==> src/rtl/cpu_pkg.sv <==
// Shared definitions for the multicycle controller: opcodes, ALU op encodings,
// FSM state and trap cause encodings.
package cpu_pkg;

    localparam logic [6:0] OP_R   = 7'b0110011;
    localparam logic [6:0] OP_I   = 7'b0010011;
    localparam logic [6:0] OP_LW  = 7'b0000011;
    localparam logic [6:0] OP_SW  = 7'b0100011;
    localparam logic [6:0] OP_BEQ = 7'b1100011;

    localparam logic [1:0] ALU_ADD   = 2'b00;
    localparam logic [1:0] ALU_SUB   = 2'b01;
    localparam logic [1:0] ALU_FUNCT = 2'b10;

    typedef enum logic [2:0] {
        FETCH  = 3'd0,
        DECODE = 3'd1,
        EXEC   = 3'd2,
        MEM    = 3'd3,
        WB     = 3'd4,
        TRAP   = 3'd5
    } state_t;

    typedef enum logic [1:0] {
        CAUSE_NONE     = 2'd0,
        CAUSE_ILLEGAL  = 2'd1,
        CAUSE_FETCH_TO = 2'd2,
        CAUSE_DATA_TO  = 2'd3
    } cause_t;

endpackage

==> src/rtl/multicycle_ctrl_if.sv <==
// Shared memory port between controller (master) and memory (slave);
// mem_req is held with stable iord/mem_we until mem_ready.
interface multicycle_ctrl_if;
    logic mem_req;
    logic mem_we;
    logic iord;
    logic mem_ready;

    modport master (output mem_req, output mem_we, output iord, input mem_ready);
    modport slave  (input mem_req, input mem_we, input iord, output mem_ready);
endinterface

==> src/rtl/mem_wait_timer.sv <==
// Counts stalled memory-request cycles; expired is high once the count reaches TIMEOUT.
// Zero latency on expired (registered count, combinational compare); TIMEOUT=0 never expires.
module mem_wait_timer #(
    parameter int TIMEOUT = 15
) (
    input  logic clk,
    input  logic reset,
    input  logic clear,
    input  logic busy,
    output logic expired
);
    localparam int W = (TIMEOUT > 0) ? $clog2(TIMEOUT + 1) : 1;
    localparam logic [W-1:0] LIMIT = W'(TIMEOUT);

    logic [W-1:0] cnt;

    // Saturates at LIMIT so expired stays asserted until the FSM leaves the wait state.
    always_ff @(posedge clk) begin
        if (reset || clear) begin
            cnt <= '0;
        end else if (busy && (TIMEOUT > 0) && (cnt != LIMIT)) begin
            cnt <= cnt + 1'b1;
        end
    end

    assign expired = (TIMEOUT > 0) && (cnt == LIMIT);

endmodule

==> src/rtl/multicycle_ctrl.sv <==
// Multicycle CPU control FSM sharing one memory port between fetch and data access.
// BEQ 3, R/I/SW 4, LW 5 cycles with zero-wait memory; each mem_ready stall adds one cycle.
module multicycle_ctrl
    import cpu_pkg::*;
#(
    parameter int OPCODE_W = 7,
    parameter int CNT_W    = 32,
    parameter int TIMEOUT  = 15
) (
    input  logic                clk,
    input  logic                reset,
    input  logic [OPCODE_W-1:0] opcode,
    input  logic                zero,
    multicycle_ctrl_if.master   bus,
    output logic                ir_write,
    output logic                pc_write,
    output logic                pc_src,
    output logic                alu_src,
    output logic [1:0]          alu_op,
    output logic                mem_to_reg,
    output logic                reg_write,
    output logic                trap,
    output logic [1:0]          trap_cause,
    output logic [CNT_W-1:0]    retired,
    output logic [2:0]          state
);
    localparam logic [OPCODE_W-1:0] R_OP   = OPCODE_W'(OP_R);
    localparam logic [OPCODE_W-1:0] I_OP   = OPCODE_W'(OP_I);
    localparam logic [OPCODE_W-1:0] LW_OP  = OPCODE_W'(OP_LW);
    localparam logic [OPCODE_W-1:0] SW_OP  = OPCODE_W'(OP_SW);
    localparam logic [OPCODE_W-1:0] BEQ_OP = OPCODE_W'(OP_BEQ);

    state_t              cur;
    logic [OPCODE_W-1:0] opc_q;
    logic                expired;
    logic                legal;
    logic                is_r, is_i, is_lw, is_sw, is_beq;
    logic                req, we, addr_sel;
    logic                timer_clear;

    assign legal  = (opcode == R_OP) || (opcode == I_OP) || (opcode == LW_OP) ||
                    (opcode == SW_OP) || (opcode == BEQ_OP);
    assign is_r   = (opc_q == R_OP);
    assign is_i   = (opc_q == I_OP);
    assign is_lw  = (opc_q == LW_OP);
    assign is_sw  = (opc_q == SW_OP);
    assign is_beq = (opc_q == BEQ_OP);

    assign bus.mem_req = req;
    assign bus.mem_we  = we;
    assign bus.iord    = addr_sel;
    assign state       = cur;

    // The counter only runs while waiting in FETCH/MEM; any completion restarts it.
    assign timer_clear = !((cur == FETCH) || (cur == MEM)) || bus.mem_ready;

    mem_wait_timer #(
        .TIMEOUT(TIMEOUT)
    ) u_timer (
        .clk    (clk),
        .reset  (reset),
        .clear  (timer_clear),
        .busy   (req && !bus.mem_ready),
        .expired(expired)
    );

    always_comb begin
        ir_write   = 1'b0;
        pc_write   = 1'b0;
        pc_src     = 1'b0;
        alu_src    = 1'b0;
        alu_op     = ALU_ADD;
        mem_to_reg = 1'b0;
        reg_write  = 1'b0;
        req        = 1'b0;
        we         = 1'b0;
        addr_sel   = 1'b0;
        if (!reset) begin
            case (cur)
                FETCH: begin
                    req = 1'b1;
                    // A completion on the expiring cycle is dropped in favour of the trap.
                    if (bus.mem_ready && !expired) begin
                        ir_write = 1'b1;
                        pc_write = 1'b1;
                    end
                end
                EXEC: begin
                    if (is_lw || is_sw) begin
                        alu_op  = ALU_ADD;
                        alu_src = 1'b1;
                    end else if (is_r) begin
                        alu_op  = ALU_FUNCT;
                    end else if (is_i) begin
                        alu_op  = ALU_FUNCT;
                        alu_src = 1'b1;
                    end else if (is_beq) begin
                        alu_op = ALU_SUB;
                        if (zero) begin
                            pc_write = 1'b1;
                            pc_src   = 1'b1;
                        end
                    end
                end
                MEM: begin
                    req      = 1'b1;
                    addr_sel = 1'b1;
                    we       = is_sw;
                end
                WB: begin
                    reg_write  = 1'b1;
                    mem_to_reg = is_lw;
                end
                default: ;
            endcase
        end
    end

    always_ff @(posedge clk) begin
        if (reset) begin
            cur        <= FETCH;
            opc_q      <= '0;
            retired    <= '0;
            trap       <= 1'b0;
            trap_cause <= CAUSE_NONE;
        end else begin
            case (cur)
                FETCH: begin
                    if (expired) begin
                        cur        <= TRAP;
                        trap       <= 1'b1;
                        trap_cause <= CAUSE_FETCH_TO;
                    end else if (bus.mem_ready) begin
                        cur <= DECODE;
                    end
                end
                DECODE: begin
                    opc_q <= opcode;
                    if (legal) begin
                        cur <= EXEC;
                    end else begin
                        cur        <= TRAP;
                        trap       <= 1'b1;
                        trap_cause <= CAUSE_ILLEGAL;
                    end
                end
                EXEC: begin
                    if (is_beq) begin
                        cur     <= FETCH;
                        retired <= retired + 1'b1;
                    end else if (is_lw || is_sw) begin
                        cur <= MEM;
                    end else begin
                        cur <= WB;
                    end
                end
                MEM: begin
                    if (expired) begin
                        cur        <= TRAP;
                        trap       <= 1'b1;
                        trap_cause <= CAUSE_DATA_TO;
                    end else if (bus.mem_ready) begin
                        if (is_sw) begin
                            cur     <= FETCH;
                            retired <= retired + 1'b1;
                        end else begin
                            cur <= WB;
                        end
                    end
                end
                WB: begin
                    cur     <= FETCH;
                    retired <= retired + 1'b1;
                end
                TRAP: cur <= TRAP;
                default: cur <= FETCH;
            endcase
        end
    end

endmodule

==> src/flat_wrapper.sv <==
// flat-port wrapper written by rule: the top's interface ports become plain ports
module multicycle_ctrl_flat import cpu_pkg::*;
#(
    parameter int OPCODE_W = 7,
    parameter int CNT_W    = 32,
    parameter int TIMEOUT  = 15
)
  (clk, reset, opcode, zero, ir_write, pc_write, pc_src, alu_src, alu_op, mem_to_reg, reg_write, trap, trap_cause, retired, state, bus_mem_req, bus_mem_we, bus_iord, bus_mem_ready);
  multicycle_ctrl_if bus_i ();
  input  logic clk;
  input  logic reset;
  input  logic [OPCODE_W-1:0] opcode;
  input  logic zero;
  output logic ir_write;
  output logic pc_write;
  output logic pc_src;
  output logic alu_src;
  output logic [1:0] alu_op;
  output logic mem_to_reg;
  output logic reg_write;
  output logic trap;
  output logic [1:0] trap_cause;
  output logic [CNT_W-1:0] retired;
  output logic [2:0] state;
  output wire logic [$bits(bus_i.mem_req)-1:0] bus_mem_req;
  output wire logic [$bits(bus_i.mem_we)-1:0] bus_mem_we;
  output wire logic [$bits(bus_i.iord)-1:0] bus_iord;
  input wire logic [$bits(bus_i.mem_ready)-1:0] bus_mem_ready;
  assign bus_mem_req = bus_i.mem_req;
  assign bus_mem_we = bus_i.mem_we;
  assign bus_iord = bus_i.iord;
  assign bus_i.mem_ready = bus_mem_ready;
  multicycle_ctrl #(.OPCODE_W(OPCODE_W), .CNT_W(CNT_W), .TIMEOUT(TIMEOUT)) u_core (.clk(clk), .reset(reset), .opcode(opcode), .zero(zero), .bus(bus_i), .ir_write(ir_write), .pc_write(pc_write), .pc_src(pc_src), .alu_src(alu_src), .alu_op(alu_op), .mem_to_reg(mem_to_reg), .reg_write(reg_write), .trap(trap), .trap_cause(trap_cause), .retired(retired), .state(state));
endmodule
==> config.mk <==
export PLATFORM = sky130hd
export DESIGN_NAME = multicycle_ctrl_flat
export DESIGN_NICKNAME = d
export VERILOG_FILES = /design/src/rtl/cpu_pkg.sv /design/src/rtl/multicycle_ctrl_if.sv /design/src/rtl/mem_wait_timer.sv /design/src/rtl/multicycle_ctrl.sv /design/src/flat_wrapper.sv
export SDC_FILE = /design/constraint.sdc
export NUM_CORES = 1
export LEC_CHECK = 0
export ABC_AREA = 1
export ABC_CLOCK_PERIOD_IN_PS = 3800
export CORE_ASPECT_RATIO = 1.5
export CORE_MARGIN = 4
export CORE_UTILIZATION = 25
export DETAILED_ROUTE_END_ITERATION = 6
export GPL_TIMING_DRIVEN = 0
export PLACE_DENSITY = 0.43
export SYNTH_ARGS = -nofsm -noshare
export SYNTH_HDL_FRONTEND = slang
export SYNTH_SLANG_ARGS = --single-unit
==> constraint.sdc <==
create_clock -name clk -period 3.8 [get_ports clk]
set_input_delay 0.76 -clock clk [delete_from_list [all_inputs] [get_ports clk]]
set_output_delay 0.76 -clock clk [all_outputs]
set_load 0.005 [all_outputs]
==> results.yml, run 1 <==
timing:
  fin_setup_tns_ns: 0
  slew_headroom: 0.516
  period_needed_ns: 3.10
  skew_ns: 0.00864
  holdWs_ns: 0.455
  max_freq_mhz: 323
  rsz0062_at_grt: "no"
  finalCritPeriodShare: 0.815
  setup_slack_ns: 0.705
  tightest_slew_ns: 0.726
  slew_violations: 0
  setup_viol: 0
  hold_viol: 0
synth:
  ys_ff_latch: 49
  synth_area_um2: 3120
  yosysSeqAreaShare: 0.314
  syn-num-nets: 514
  synth_edf_count: 0
  async_flop_share: 0
  synthFlopType: "dfxtp_1"
  ys.warnings.count: 0
  postSynthCellCount: 501
  synth_cell_types: 34
  synth.avg_cell_area_um2: 6.23
outcome:
  outcome: "complete, no violations"
global_routing:
  antenna_found_initial: 0
  grtUsageTotal: 0.141
  grt_pass1_wl_um: 16100
  grt_start_max_net_pins: 17
  grt_pass1_vias: 3160
  grt_overflow: 0
floorplanning:
  die_y_um: 145
  dieArea_um2: 14400
  core_um2: 12100
  dieWidth_um: 99.2
  rows: 49
  pin_count: 60
  initial_core_util: 0.257
power_and_ir_drop:
  pwr-share-seq: 0.440
  p_switching_mw: 0.339
  pwr-share-comb: 0.138
  p_clk_frac: 0.422
  power-per-cell-area_nw_per_um2: 309
  swShare: 0.271
  internal_power_mw: 0.915
  peakVddDrop_mv: 0.146
  leakage_nw: 1.39
placed_design:
  io_buffers: 58
  place_ws_ns: 0.695
  gp_congestion: 0.859
  hpwl_um: 7660
critical_path:
  path_cells: "clkdlybuf4s50_1, nand2_1, nor3_1, o21bai_1, clkdlybuf4s50_1"
  cp_slowest_cell: "clkdlybuf4s50_1"
  r2r_start: "u_core.retired[0]"
  r2r_cells: 10
  worstSetupStartpointType: "input pin"
  worst_ep_arrival_time_ns: 2.34
  path_max_fanout: 3
  crit_family: "buffers and inverters"
  cpMostUsedCell: "clkdlybuf4s50_1"
  cp_num_buf_inv: 2
  cpPeakStageDelay_ns: 0.53
  r2r_end: "u_core.retired[22]"
  crit_required_ns: 3.04
  crit_type: "input pin to output port"
  r2r_slack_ns: 1.95
  end_kind: "output port"
route:
  drt-wirelength-per-cell_um: 13.4
  via_count: 3244
  drc: 0
  viasPerCell: 4.51
  drtAntennaViolNets: 0
  dr.pass1.iters: 4
  drtIter0Drc: 128
  totalWireLength_um: 9610
clock_tree:
  cts_sinks: 49
  cts_hold_buffers: 0
  cts_tree: "done"
  htreeDepth: 2
  clk_pin_slew_ns: 0.07
  clk_latency_ns: 0.30
  cts-resized-gates: 0
  cts_setup_buffers: 0
  numCtsBuffers: 5
  cts_root_buffer: "clkbuf_16"
  max-clock-path-buffers: 2
final_layout:
  drive_above_1_share: 0.102
  antenna_cells: 0
  area.growth.synth_to_final_pct: 30.2
  final_common_cell: "nand2_1"
  fin_util: 0.335
  fin_nets: 579
  most-common-layout-cells: "169 x nand2_1, 80 x nor2_1, 58 x clkdlybuf4s50_1"
min_path:
  min_path_cells: 2
  hp-class: "flop to flop"
  hp-start: "u_core.opc_q[3]"
  min_to: "u_core.opc_q[3]"
job:
  cap_violations: 0
through the flow:
| stage | instances | power, mW | area [um2] |
|---|---|---|---|
| after floorplan | 501 | 0.665 | 3120 |
| after global placement | 712 | 0.739 | 3890 |
| after detailed placement | 712 | 0.740 | 3890 |
| after CTS | 720 | 1.28 | 4070 |
| after global routing | 720 | 1.32 | 4070 |
| final | 720 | 1.25 | 4070 |
Yosys cell counts (all sizes together) (2+ instances only):
cell type	n	share of area
a211oi	2	0.0048
a21oi	40	0.086
buf	6	0.018
clkbuf	5	0.0060
dfxtp	49	0.31
ha	2	0.0080
inv	47	0.057
nand2	183	0.24
nand3	33	0.053
nand4	5	0.010
nor2	85	0.11
nor3	8	0.014
o21ai	12	0.019
xnor2	10	0.028
xor2	6	0.017
worst max path at each step:
stage | depth (start not counted) | end | from
6_report | 5 | pc_write | bus_mem_ready
5_1_grt | 5 | pc_write | bus_mem_ready
4_1_cts | 5 | pc_write | bus_mem_ready
3_5_place_dp | 5 | pc_write | bus_mem_ready
3_3_place_gp | 5 | pc_write | bus_mem_ready
2_1_floorplan | 3 | pc_src | reset
final cells by class:
type / instances / area [um2]
flip-flops and latches: 49 / 981
plain buffers: 11 / 75.1
clock buffers: 5 / 125
well taps: 153 / 191
multi-input cells: 393 / 1890
clock inverters: 3 / 46.3
fillers: 1358 / 8070
inverters: 48 / 180
repair buffers: 58 / 581
registers in the layout, indices dropped and copies added (netlist names):
name,flops
u_core.trap,1
u_core.u_timer.cnt,4
u_core.trap_cause,2
u_core.opc_q,7
u_core.retired,32
u_core.state,3
power by group through the flow:
stage          registers (mW)  logic [mW]  clock network (mW)
6_report                0.552       0.173               0.529
5_1_grt                 0.555       0.194               0.567
4_1_cts                 0.552       0.177               0.549
3_5_place_dp            0.564       0.176                   0
3_3_place_gp            0.564       0.175                   0
2_1_floorplan           0.561       0.104                   0
kinds of logic after synthesis:
logic type / after synthesis / share of synthesized area
AOI/OAI and AO/OA: 57 / 0.117
xor gates and xnor gates: 16 / 0.0449
adders and majority gates: 2 / 0.00801
buffers and inverters: 59 / 0.0818
DFF: 49 / 0.314
and+or+nand+nor: 318 / 0.434
tightest hold or removal path, stage by stage (launching register included):
cell and delay [ns]:
dfxtp_1 0.30, inv_1 0.06, a21oi_1 0.05
routing by layer:
layer,share of wire,global-route usage
met1,0.42,0.161
met2,0.53,0.268
met3,0.031,0.0216
met4,0.015,0.0439
met5,0,0
Power figures use the tool's default switching activity.
==> run 2, diff against run 1 <==
Settings changed: ABC_CLOCK_PERIOD_IN_PS 3800 to 2800, PLACE_DENSITY 0.43 to 0.45.
Clock period 3.8 ns to 2.8 ns, I/O delays scaled along.
==> results.yml, run 2 (synthesis gave the netlist of run 1 again) <==
outcome:
  outcome: "complete, no violations"
route:
  route.met2.wl_um: 5000
  drtAntennaViolNets: 0
  dr.pass1.iters: 4
  viasPerCell: 4.55
  drt-met1-wl_um: 3960
  dr_wl_met3_um: 381
  totalWireLength_um: 9530
  drc: 0
  drtIter0Drc: 96
  drt-wirelength-per-cell_um: 13.2
  routed.top_layer: "met4"
  via_count: 3273
min_path:
  hp-class: "flop to flop"
  hp-start: "u_core.trap"
  min_to: "u_core.trap"
  min_path_cells: 2
timing:
  fin_setup_tns_ns: 0
  tightest_slew_ns: 0.749
  slew_headroom: 0.501
  skew_ns: 0.00947
  slew_violations: 0
  period_needed_ns: 2.63
  hold_viol: 0
  setup_viol: 0
  max_freq_mhz: 381
  rsz0062_at_grt: "no"
  finalCritPeriodShare: 0.938
floorplanning:
  initial_core_util: 0.257
  die_y_um: 145
  dieWidth_um: 99.2
  core_um2: 12100
  rows: 49
  pin_count: 60
  dieArea_um2: 14400
critical_path:
  r2r_start: "u_core.retired[0]"
  cpPeakStageDelay_ns: 0.54
  r2r_end: "u_core.retired[22]"
  worst_ep_arrival_time_ns: 2.07
  path_max_fanout: 10
  path_cells: "clkbuf_1, buf_1, nor2_1, clkdlybuf4s50_1"
  end_kind: "output port"
  crit_type: "input pin to output port"
  worstSetupStartpointType: "input pin"
  r2r_slack_ns: 0.98
  crit_required_ns: 2.24
  cp_slowest_cell: "buf_1"
  r2r_cells: 10
final_layout:
  top_regs: "u_core.retired (32), u_core.opc_q (7), u_core.u_timer.cnt (4)"
  largest_register_ffs: 32
  most-common-layout-cells: "169 x nand2_1, 80 x nor2_1, 58 x clkdlybuf4s50_1"
  multi_input_area_um2: 1890
  regArea_um2: 981
  fill_cells: 1369
  final_common_cell: "nand2_1"
  antenna_cells: 0
  regMostFlops: "u_core.retired"
  final_cells: 720
  area.growth.synth_to_final_pct: 30.4
  fin_nets: 579
  drive_above_1_share: 0.104
global_routing:
  grt_pass1_vias: 3240
  grt_overflow: 0
  grt_start_max_net_pins: 17
  grtUsageTotal: 0.138
  grt_pass1_wl_um: 15800
  antenna_found_initial: 0
clock_tree:
  clk_latency_ns: 0.30
  cts_hold_buffers: 0
  cts_root_buffer: "clkbuf_16"
  cts-resized-gates: 0
  cts_setup_buffers: 0
  cts_sinks: 49
  clk_pin_slew_ns: 0.07
  cts_tree: "done"
  htreeDepth: 2
  numCtsBuffers: 5
  max-clock-path-buffers: 2
job:
  cap_violations: 0
power_and_ir_drop:
  power-per-cell-area_nw_per_um2: 418
  peakVddDrop_mv: 0.197
  leakage_nw: 1.39
placed_design:
  dp.cells: 712
  hpwl_um: 7590
  io_buffers: 58
  gp_congestion: 0.874
-- run 2: worst max path at each step --
| stage | from | to | cells after the start |
|---|---|---|---|
| after floorplan | reset | pc_src | 3 |
| after global placement | reset | bus_iord | 4 |
| after detailed placement | reset | bus_iord | 4 |
| after CTS | u_core.u_timer.cnt[0] | pc_write | 6 |
| after global routing | bus_mem_ready | pc_write | 5 |
| final | reset | bus_iord | 4 |
-- run 2: layout make-up --
| type | count | share of cell area |
|---|---|---|
| Buffer | 11 | 0.0184 |
| Clock buffer | 5 | 0.0307 |
| Clock inverter | 3 | 0.0114 |
| Inverter | 48 | 0.0443 |
| Multi-Input combinational cell | 393 | 0.464 |
| Sequential cell | 49 | 0.241 |
| Tap cell | 153 | 0.0470 |
| Timing Repair Buffer | 58 | 0.143 |
-- run 2: per-stage QoR --
step	instance area [um2]	hold slack [ns]	setup WS [ns]	util	power (mW)
2_1_floorplan	3120	0.431	0.959	-	0.903
3_3_place_gp	3890	0.444	0.127	0.321	1.00
3_5_place_dp	3890	0.444	0.141	0.321	1.00
4_1_cts	4070	0.458	0.0936	0.335	1.73
5_1_grt	4070	0.489	0.0473	0.335	1.79
6_report	4070	0.453	0.173	0.335	1.70
-- run 2: power by group --
| part | internal, mW | total [mW] | switching, mW | leakage [nW] |
|---|---|---|---|---|
| Sequential | 0.723 | 0.750 | 0.0267 | 0.397 |
| Clock | 0.424 | 0.719 | 0.295 | 0.0800 |
| Combinational | 0.0949 | 0.234 | 0.139 | 0.918 |
-- run 2: worst max-delay path: cells and delay by family --
kind / cells / cell delay, ns
buf+inv: 3 / 1.36
simple gates: 1 / 0.14
-- run 2: metal layers --
layer,vias to the layer above,global-route usage
met5,-,0
met1,1485,0.155
met3,12,0.0254
met2,73,0.262
li1,1703,-
met4,0,0.0417
==> run 3, diff against run 2 <==
Settings changed: ABC_AREA 1 to default, PLACE_DENSITY 0.45 to 0.46, SLEW_MARGIN from default to 0, SYNTH_HIERARCHICAL from default to 1.
==> results.yml, run 3 <==
clock_tree:
  cts_root_buffer: "clkbuf_16"
  numCtsBuffers: 5
  clk_latency_ns: 0.29
  clk_pin_slew_ns: 0.06
  cts_setup_buffers: 0
  max-clock-path-buffers: 2
  htreeDepth: 2
  cts_sinks: 49
  cts_tree: "done"
timing:
  slew_violations: 0
  skew_ns: 0.00418
  slew_headroom: 0.391
  tightest_slew_ns: 0.911
  hold_viol: 0
  max_freq_mhz: 369
  setup_viol: 0
  period_needed_ns: 2.71
  finalCritPeriodShare: 0.967
  rsz0062_at_grt: "no"
synth:
  synthFlopType: "dfxtp_1"
  async_flop_share: 0
  synth.avg_cell_area_um2: 8.11
  yosys.area.top_type_share: 0.379
  yosysTopAreaCell: "dfxtp_1"
  yosysSeqAreaShare: 0.379
  ys_ff_latch: 49
  synth_area_leaders: "dfxtp_1 38%, a21oi_1 5.6%, xnor2_1 5.1%"
  synth_edf_count: 0
  synth_cell_types: 53
  postSynthCellCount: 319
  post-synth-top-count-cell: "dfxtp_1"
  synth_common_cells: "49 x dfxtp_1, 32 x nor2_1, 29 x a21oi_1, 29 x nand2_1, 23 x o21ai_0"
  syn-num-nets: 332
  synth_area_um2: 2590
  ys.warnings.count: 6
floorplanning:
  core_um2: 10100
  pin_count: 60
  rows: 45
  dieArea_um2: 12100
  die_y_um: 133
  initial_core_util: 0.255
  dieWidth_um: 91.1
critical_path:
  crit_end: "pc_write"
  end_kind: "output port"
  crit_type: "input pin to output port"
  r2r_cells: 10
  startpoint: "bus_mem_ready"
  r2r_slack_ns: 0.18
  worst_ep_arrival_time_ns: 2.15
  r2r_start: "u_core/u_timer/cnt[0]"
  r2r_end: "u_core/retired[27]"
  worstSetupStartpointType: "input pin"
  path_max_fanout: 3
  crit_required_ns: 2.24
final_layout:
  largest_register_ffs: 32
  final_common_cell: "clkdlybuf4s50_1"
  fin_util: 0.345
  area.growth.synth_to_final_pct: 35.3
  top_regs: "u_core/retired (32), u_core/opc_q (7), u_core/u_timer/cnt (4)"
  antenna_cells: 0
  most-common-layout-cells: "58 x clkdlybuf4s50_1, 48 x dfxtp_1, 32 x nor2_1"
  fin_nets: 398
  drive_above_1_share: 0.0727
  regMostFlops: "u_core/retired"
route:
  via_count: 2576
  drc: 0
  drtAntennaViolNets: 0
  route.met2.wl_um: 4010
  routed.top_layer: "met4"
  drtIter0Drc: 105
  drt-wirelength-per-cell_um: 14.9
  drt-met1-wl_um: 3070
  viasPerCell: 5.13
  totalWireLength_um: 7480
  dr.pass1.iters: 4
  dr_wl_met3_um: 305
global_routing:
  grt_pass1_wl_um: 12600
  grt_pass1_vias: 2560
  grt_overflow: 0
  antenna_found_initial: 0
  grtUsageTotal: 0.126
  grt_start_max_net_pins: 14
outcome:
  outcome: "complete, no violations"
placed_design:
  io_buffers: 59
  gp_congestion: 0.763
  hpwl_um: 5740
power_and_ir_drop:
  power-per-cell-area_nw_per_um2: 417
  total_power_mw: 1.46
  peakVddDrop_mv: 0.238
  leakage_nw: 1.12
job:
  cap_violations: 0
min_path:
  hp-class: "flop to flop"
==> run 3: cell types whose count changed in the layout (fill, tap and decap cells not counted), moves of 10 or more <==
cell	change
a21oi_2	-18
o21ai_0	+13
nand2_1	-140
nand2_2	-11
or3_1	+10
nor2_1	-48
inv_1	-33
nand3_1	-20
==> run 3: timing repair <==
action	CTS	global route
hold buffers	0	0
endpoints found under the setup margin	4	8
pin swaps	0	2
gates cloned	0	0
resized for setup	5	8
==> run 3: logic make-up (layout without fill, tap and decap cells) <==
kind of cell | after synthesis | after routing | share of synthesized area
flops | 49 | 49 | 0.379
compound gates | 73 | 73 | 0.171
simple gates | 152 | 152 | 0.333
fa+ha+maj | 2 | 2 | 0.00967
xor+xnor | 16 | 16 | 0.0542
buf+inv | 27 | 93 | 0.0527
==> run 3: per-layer routing <==
| metal | track usage | up-vias |
|---|---|---|
| met5 | 0 | - |
| met2 | 0.230 | 57 |
| met3 | 0.0262 | 7 |
| met4 | 0.0436 | 0 |
| li1 | - | 1296 |
| met1 | 0.144 | 1216 |
==> run 3: worst max-delay path, stage by stage <==
cell	delay [ns]
clkdlybuf4s50_1	0.55
nand2b_4	0.08
nor4b_4	0.31
or2_4	0.16
clkdlybuf4s50_1	0.49
==> run 3: power by group <==
group	switching (mW)	internal, mW	leakage [nW]
Combinational	0.0715	0.0592	0.655
Sequential	0.00940	0.709	0.397
Clock	0.260	0.352	0.0700
Total	0.341	1.12	1.12
==> run 3: cell type report <==
class                   instances  area (um2)
multi-input cells             243        1500
fillers                      1085        6640
flip-flops and latches         49         982
well taps                     117         146
plain buffers                  18         103
clock buffers                   7         143
inverters                       9        36.3
repair buffers                 59         586
==> run 3: worst min path at each step <==
stage | from | endpoint | slack, ns | depth (start not counted)
finish | u_core/opc_q[2] | u_core/opc_q[2] | 0.48 | 2
global route | u_core/opc_q[0] | u_core/opc_q[0] | 0.51 | 2
CTS | u_core/opc_q[2] | u_core/opc_q[2] | 0.48 | 2
detailed placement | u_core/trap | u_core/trap | 0.47 | 2
global placement | u_core/opc_q[2] | u_core/opc_q[2] | 0.46 | 2
floorplan | u_core/opc_q[3] | u_core/opc_q[3] | 0.45 | 2
==> run 3: metrics by stage <==
| step | hold slack (ns) | cells | setup TNS [ns] | setup WS [ns] | area, um2 |
|---|---|---|---|---|---|
| finish | 0.482 | 502 | 0 | 0.0911 | 3500 |
| global placement | 0.462 | 495 | -1.72 | -0.270 | 3320 |
| floorplan | 0.449 | 319 | 0 | 0.321 | 2590 |
| detailed placement | 0.468 | 495 | -1.17 | -0.243 | 3320 |
| global route | 0.510 | 502 | 0 | 0.0126 | 3500 |
| CTS | 0.479 | 502 | 0 | 0.000611 | 3490 |
==> variant 1, RTL diff (settings of run 2) <==
`TIMEOUT` is set to 15 in 3 places; all go to 30.
--- a/src/rtl/mem_wait_timer.sv
+++ b/src/rtl/mem_wait_timer.sv
@@ -2,5 +2,5 @@
 // Zero latency on expired (registered count, combinational compare); TIMEOUT=0 never expires.
 module mem_wait_timer #(
-    parameter int TIMEOUT = 15
+    parameter int TIMEOUT = 30
 ) (
     input  logic clk,
--- a/src/rtl/multicycle_ctrl.sv
+++ b/src/rtl/multicycle_ctrl.sv
@@ -6,5 +6,5 @@
     parameter int OPCODE_W = 7,
     parameter int CNT_W    = 32,
-    parameter int TIMEOUT  = 15
+    parameter int TIMEOUT  = 30
 ) (
     input  logic                clk,
--- a/src/flat_wrapper.sv
+++ b/src/flat_wrapper.sv
@@ -4,5 +4,5 @@
     parameter int OPCODE_W = 7,
     parameter int CNT_W    = 32,
-    parameter int TIMEOUT  = 15
+    parameter int TIMEOUT  = 30
 )
   (clk, reset, opcode, zero, ir_write, pc_write, pc_src, alu_src, alu_op, mem_to_reg, reg_write, trap, trap_cause, retired, state, bus_mem_req, bus_mem_we, bus_iord, bus_mem_ready);
Function: same outputs for any inputs over 10 cycles, from zero or initial values and one cycle with reset high; that may be too few to reach the edited logic, so the function may still have changed.
==> variant 1 against run 2 <==
- critical path depth increased by 1
- via count increased by 4.0%
- setup slack improved by 1.4 ps
- final area increased by 3.3%
- sequential cell count increased by 1
- count of clock-buffer cells in the layout increased by 1
- cell count increased by 2.9%
- register-to-register slack got worse by 250 ps
- area after synthesis increased by 4.1%
- global-route usage decreased by 0.25 points
- routed wire length increased by 3.3%
- largest cell class unchanged
- highest routed layer unchanged
Power is not compared: it rests on default switching activity, and its combinational part moved more than twofold at a synthesized area within 25%.
==> variant 1: results (changes against run 2) <==
| Metric | Value |
|---|---|
| Synth top area cells | dfxtp_1 (31%), nand2_1 (21%), nor2_1 (8.2%) |
| Antenna violations before repair | 0 (unchanged) |
| Post-synth top cells | nand2_1 (178), nor2_1 (71), dfxtp_1 (50) |
| Top flop regs | u_core.retired (32), u_core.opc_q (7), u_core.u_timer.cnt (5) |
| CP Capture Type | primary output |
| Placer Congestion | 0.9194 (+5.2%) |
| Share of the synthesized area in the top cell type | 0.3080 (-0.006181) |
| Top Layer Used | met4 |
| M2 GR Usage | 0.2464 (-0.01564) |
| WL met1 | 3.891 mm (-1.8%) |
| Mux share of post-synthesis cell area | 0 (unchanged) |
| CP startpoint | bus_mem_ready |
| Slowest stage delay, CP | 500 ps (-40 ps) |
| Via count | 3404 (+4.0%) |
| Met2 wire length | 5.090 mm (+1.8%) |
| Number of buffers inserted by port buffering | 59 (+1.7%) |
| CP Max Fanout | 3 (-7) |
| Sequential area share after synthesis | 0.3080 (-0.006181) |
| Syn_nets | 532 (+3.5%) |
| Global-route met3 utilization | 0.02125 (-0.004173) |
| Worst slack at placement | -564.8 ps (-705.9 ps) |
| Xor and xnor area share after synthesis | 0.03774 (-0.007154) |
| H-tree levels | 2 (unchanged) |
| Nets | 598 (+3.3%) |
| Yosys warns | 0 (unchanged) |
| Drt total wl | 9.844 mm (+3.3%) |
| Layout cells sized above 1 | 0.1128 (+0.008764) |
| Clk_skew | 7.990 ps (-1.482 ps) |
| Synthesized area per cell | 6.273 um^2 (+0.67%) |
| GRT Total Usage | 0.1356 (-0.002500) |
| Status | finished clean |
| Root buf cell | clkbuf_16 |
| Netlist cell types | 35 (+2.9%) |
| TritonRoute pass-1 iters | 5 (+1) |
| TritonCTS Buffers | 5 (unchanged) |
| Wire per inst | 13.28 um (+0.35%) |
| Met3 Routed Length | 517 um (+36%) |
| Slowest CP cell | clkdlybuf4s50_1 |
| Final hold viol count | 0 (unchanged) |
| Antenna Cells | 0 (unchanged) |
| Register-to-register setup slack | 730 ps (-250 ps) |
| Reg2Reg Depth | 9 (-1) |
| Worst R2R End | u_core.retired[18] |
| 1st-iter DRT viols | 152 (+58%) |
| Pin count of the biggest net entering global routing | 16 (-1) |
| HPWL after DPL | 7.923 mm (+4.4%) |
| Layout fillers | 1401 (+2.3%) |
| Vias in the first global route | 3308 (+2.1%) |
| Met1 Track Usage GR | 0.1552 (about the same) |
| Fin crit share | 0.9377 (about the same) |
| Dpl cells | 733 (+2.9%) |
| Actual slew at the worst max-slew pin | 636.2 ps (-113.0 ps) |
| Post-synthesis adder-cell area fraction | 0.01155 (+0.003536) |
| Crit path to | pc_write |
| First-pass GRT wire length | 16.28 mm (+2.9%) |
| Synth Area in Compound Gates | 0.1228 (+0.005800) |
| Hold Crit Class | flop to flop |
| Leakage | roughly 1.4 nW |
variant 1: cell count changes after synthesis, moves of 4 or more:
cell     change
nor2_1       -9
nand2_1      +9
nand2_2      +4
a21oi_1      +6
o21ai_0      +5
a21oi_2      -4
variant 1: area by class of cell:
type / count / area, um^2 / area share
multi-input cells: 405 / 1974 / 0.4698
flip-flops and latches: 50 / 1001 / 0.2382
repair buffers: 59 / 589.3 / 0.1402
inverters: 52 / 197.7 / 0.04704
well taps: 156 / 195.2 / 0.04644
clock buffers: 6 / 138.9 / 0.03305
plain buffers: 11 / 93.84 / 0.02233
clock inverters: 2 / 12.51 / 0.002977
variant 1: through the flow:
stage	area, um^2	util	power [mW]
detailed placement	4035	0.3193	1.513
finish	4203	0.3326	2.127
floorplan	3249	-	1.284
CTS	4203	0.3326	2.162
global placement	4035	0.3193	1.512
global route	4203	0.3326	2.271
variant 1: power by group:
group	switching, mW	leakage (nW)	internal, mW
sequential	0.0615	0.405	0.786
clock	0.282	0.0729	0.355
combinational	0.390	0.933	0.253
variant 1: worst min path at each step:
stage | endpoint | slack, ps | cells past startpoint
floorplan | u_core.opc_q[2] | 430 | 2
global placement | u_core.trap | 440 | 2
detailed placement | u_core.trap | 440 | 2
CTS | u_core.trap | 460 | 2
global route | u_core.trap_cause[1] | 490 | 2
finish | u_core.trap | 450 | 2
variant 1: critical path: cells and delay by family:
kind | cells | cell delay, ps
AO/OA/AOI/OAI | 1 | 120
buffers and inverters | 2 | 990
AND/OR/NAND/NOR | 2 | 390
variant 1: repair_timing:
| action | in CTS | in global routing |
|---|---|---|
| resized for setup | 6 | 0 |
| hold buffers | 0 | 0 |
| endpoints found under the setup margin | 7 | 0 |
| buffers inserted | 0 | 0 |
| endpoints found under the hold margin | 0 | 0 |
==> variant 2, RTL diff (config.mk and constraints of run 2) <==
Without the edit above. Put one more register stage on the output `retired`. The value now appears one clock later. The other outputs are not delayed to match.
--- a/src/rtl/multicycle_ctrl.sv
+++ b/src/rtl/multicycle_ctrl.sv
@@ -30,4 +30,6 @@
     localparam logic [OPCODE_W-1:0] SW_OP  = OPCODE_W'(OP_SW);
     localparam logic [OPCODE_W-1:0] BEQ_OP = OPCODE_W'(OP_BEQ);
+
+    logic [CNT_W-1:0] retired_s0;
 
     state_t              cur;
@@ -121,5 +123,5 @@
             cur        <= FETCH;
             opc_q      <= '0;
-            retired    <= '0;
+            retired_s0 <= '0;
             trap       <= 1'b0;
             trap_cause <= CAUSE_NONE;
@@ -148,5 +150,5 @@
                     if (is_beq) begin
                         cur     <= FETCH;
-                        retired <= retired + 1'b1;
+                        retired_s0 <= retired_s0 + 1'b1;
                     end else if (is_lw || is_sw) begin
                         cur <= MEM;
@@ -163,5 +165,5 @@
                         if (is_sw) begin
                             cur     <= FETCH;
-                            retired <= retired + 1'b1;
+                            retired_s0 <= retired_s0 + 1'b1;
                         end else begin
                             cur <= WB;
@@ -171,5 +173,5 @@
                 WB: begin
                     cur     <= FETCH;
-                    retired <= retired + 1'b1;
+                    retired_s0 <= retired_s0 + 1'b1;
                 end
                 TRAP: cur <= TRAP;
@@ -179,4 +181,8 @@
     end
 
+    always_ff @(posedge clk) begin
+        retired <= retired_s0;
+    end
+
 endmodule
 
Behaviour: not the same (Yosys sat finds a counterexample within 4 cycles, from zero or initial values and one cycle with reset high).
==> variant 2 against run 2 <==
- clock power is 63% higher
- utilization is 0.21 points higher
- routed wire length is 10% higher
- sequential cell count is 32 higher
- first-iteration DRC count is 41% higher
- area after synthesis is 19% higher
- fmax is 3.0% lower
- power is 53% higher
- clock skew is 3.3 ps lower
- via count is 7.2% higher
- critical path type is now flop to primary output
- setup slack worse by 80 ps
- cell count is 11% higher
- final area is 20% higher
- largest cell class unchanged
==> variant 2: results (changes against run 2) <==
| Metric | Value |
|---|---|
| Syn_nets | 537 (+4.5%) |
| Actual slew at the worst max-slew pin | 723.4 ps (-25.77 ps) |
| Final instance count without filler cells | 796 (+11%) |
| Worst slack at placement | -487.2 ps (-628.2 ps) |
| CP Max Fanout | 7 (-3) |
| Pin count of the biggest net entering global routing | 14 (-3) |
| 1st-iter DRT viols | 135 (+41%) |
| Final setup slack of the worst path | 92.80 ps (-80.11 ps) |
| Placed cell area | 4544 um^2 (+17%) |
| Clock latency on the worst-skew pair | 340 ps (+40 ps) |
| Nets | 608 (+5.0%) |
| TritonRoute pass-1 iters | 5 (+1) |
| Hold path cells | 0 (-2) |
| Power density over the cells | 532.9 nW/um^2 (+27%) |
| Layout cells sized above 1 | 0.1133 (+0.009277) |
| First-pass GRT wire length | 16.99 mm (+7.4%) |
| Crit path arrival time | 2150 ps (+80 ps) |
| Via density | 4.408 (-3.0%) |
| Top flop regs | u_core.retired (32), u_core.retired_s0 (32), u_core.opc_q (7) |
| Post-synth top cells | nand2_1 (139), dfxtp_1 (81), nor2_1 (77) |
| Vias in the first global route | 3565 (+10%) |
| Dpl cells | 779 (+9.4%) |
| HPWL after DPL | 8.213 mm (+8.2%) |
| GRT Total Usage | 0.1283 (-0.009796) |
| TritonCTS Buffers | 9 (+4) |
| Status | finished clean |
| Synth top area cells | dfxtp_1 (44%), nand2_1 (14%), nand3_1 (8.5%) |
| Clk_skew | 6.144 ps (-3.328 ps) |
| Internal power | 1.987 mW (+60%) |
| Reg2Reg Depth | 9 (-1) |
| Number of buffers inserted by port buffering | 59 (+1.7%) |
| Sequential power share | 0.461 (+0.021) |
| Peak VDD IR | 0.2574 mV (+30%) |
| Synthesized area per cell | 7.077 um^2 (+14%) |
| Sequential area share after synthesis | 0.4372 (+0.1230) |
| H-tree levels | 3 (+1) |
| Synthesized cell area | 3709 um^2 (+19%) |
| Placer Congestion | 0.9193 (+5.2%) |
| Drt total wl | 10.51 mm (+10%) |
| Leakage | 1.730 nW (+24%) |
[variant 2: cell count changes after synthesis, sizes merged, moves of 3 or more]
cell and delta:
buf +5, nand3 +32, a21oi +3, dfxtp +32, nor2 -3, xnor2 -8, nand2 -33
[variant 2: worst register-to-register path, delay by kind of cell (launching register included)]
| family | cells | cell delay, ps |
|---|---|---|
| simple gates | 7 | 1110 |
| flops | 1 | 510 |
| fa+ha+maj | 1 | 380 |
| compound gates | 1 | 110 |
[variant 2: logic make-up (layout without fill, tap and decap cells)]
kind of cell / count (synthesis) / in the layout / share of synthesized area
XOR/XNOR: 10 / 10 / 0.02362
flip-flops: 81 / 81 / 0.4372
adder cells (fa/ha/maj): 2 / 2 / 0.006747
buffers and inverters: 60 / 136 / 0.07220
AND/OR/NAND/NOR: 312 / 312 / 0.3657
AO/OA/AOI/OAI: 59 / 59 / 0.09447
[variant 2: final timing paths]
path / startpoint / to / slack, ps
setup / recovery: u_core.state[1] / alu_op[1] / 90
hold / removal: u_core.retired_s0[31] / u_core.retired[31] / 400
setup reg to reg: u_core.retired_s0[0] / u_core.retired_s0[26] / 620
hold reg to reg: u_core.retired_s0[31] / u_core.retired[31] / 400
[variant 2: area by class of cell]
cell class              instances  area (um^2)
fillers                      1570         9625
clock inverters                 5        55.05
inverters                      45        168.9
plain buffers                  15        116.4
multi-input cells             383         1848
repair buffers                 60        603.1
flip-flops and latches         81         1622
well taps                     196        245.2
clock buffers                  11        242.7
[variant 2: timing repair]
action | in CTS | in global routing
pin swaps | 0 | 1
endpoints found under the setup margin | 7 | 3
buffers inserted | 0 | 1
hold endpoints to repair | 0 | 0
resized for setup | 6 | 8
[variant 2: routing by layer]
layer / GRT usage / wire length (um)
met1: 0.1299 / 4252
met4: 0.08123 / 503
met3: 0.03365 / 466
met5: 0 / 0
met2: 0.2316 / 5286
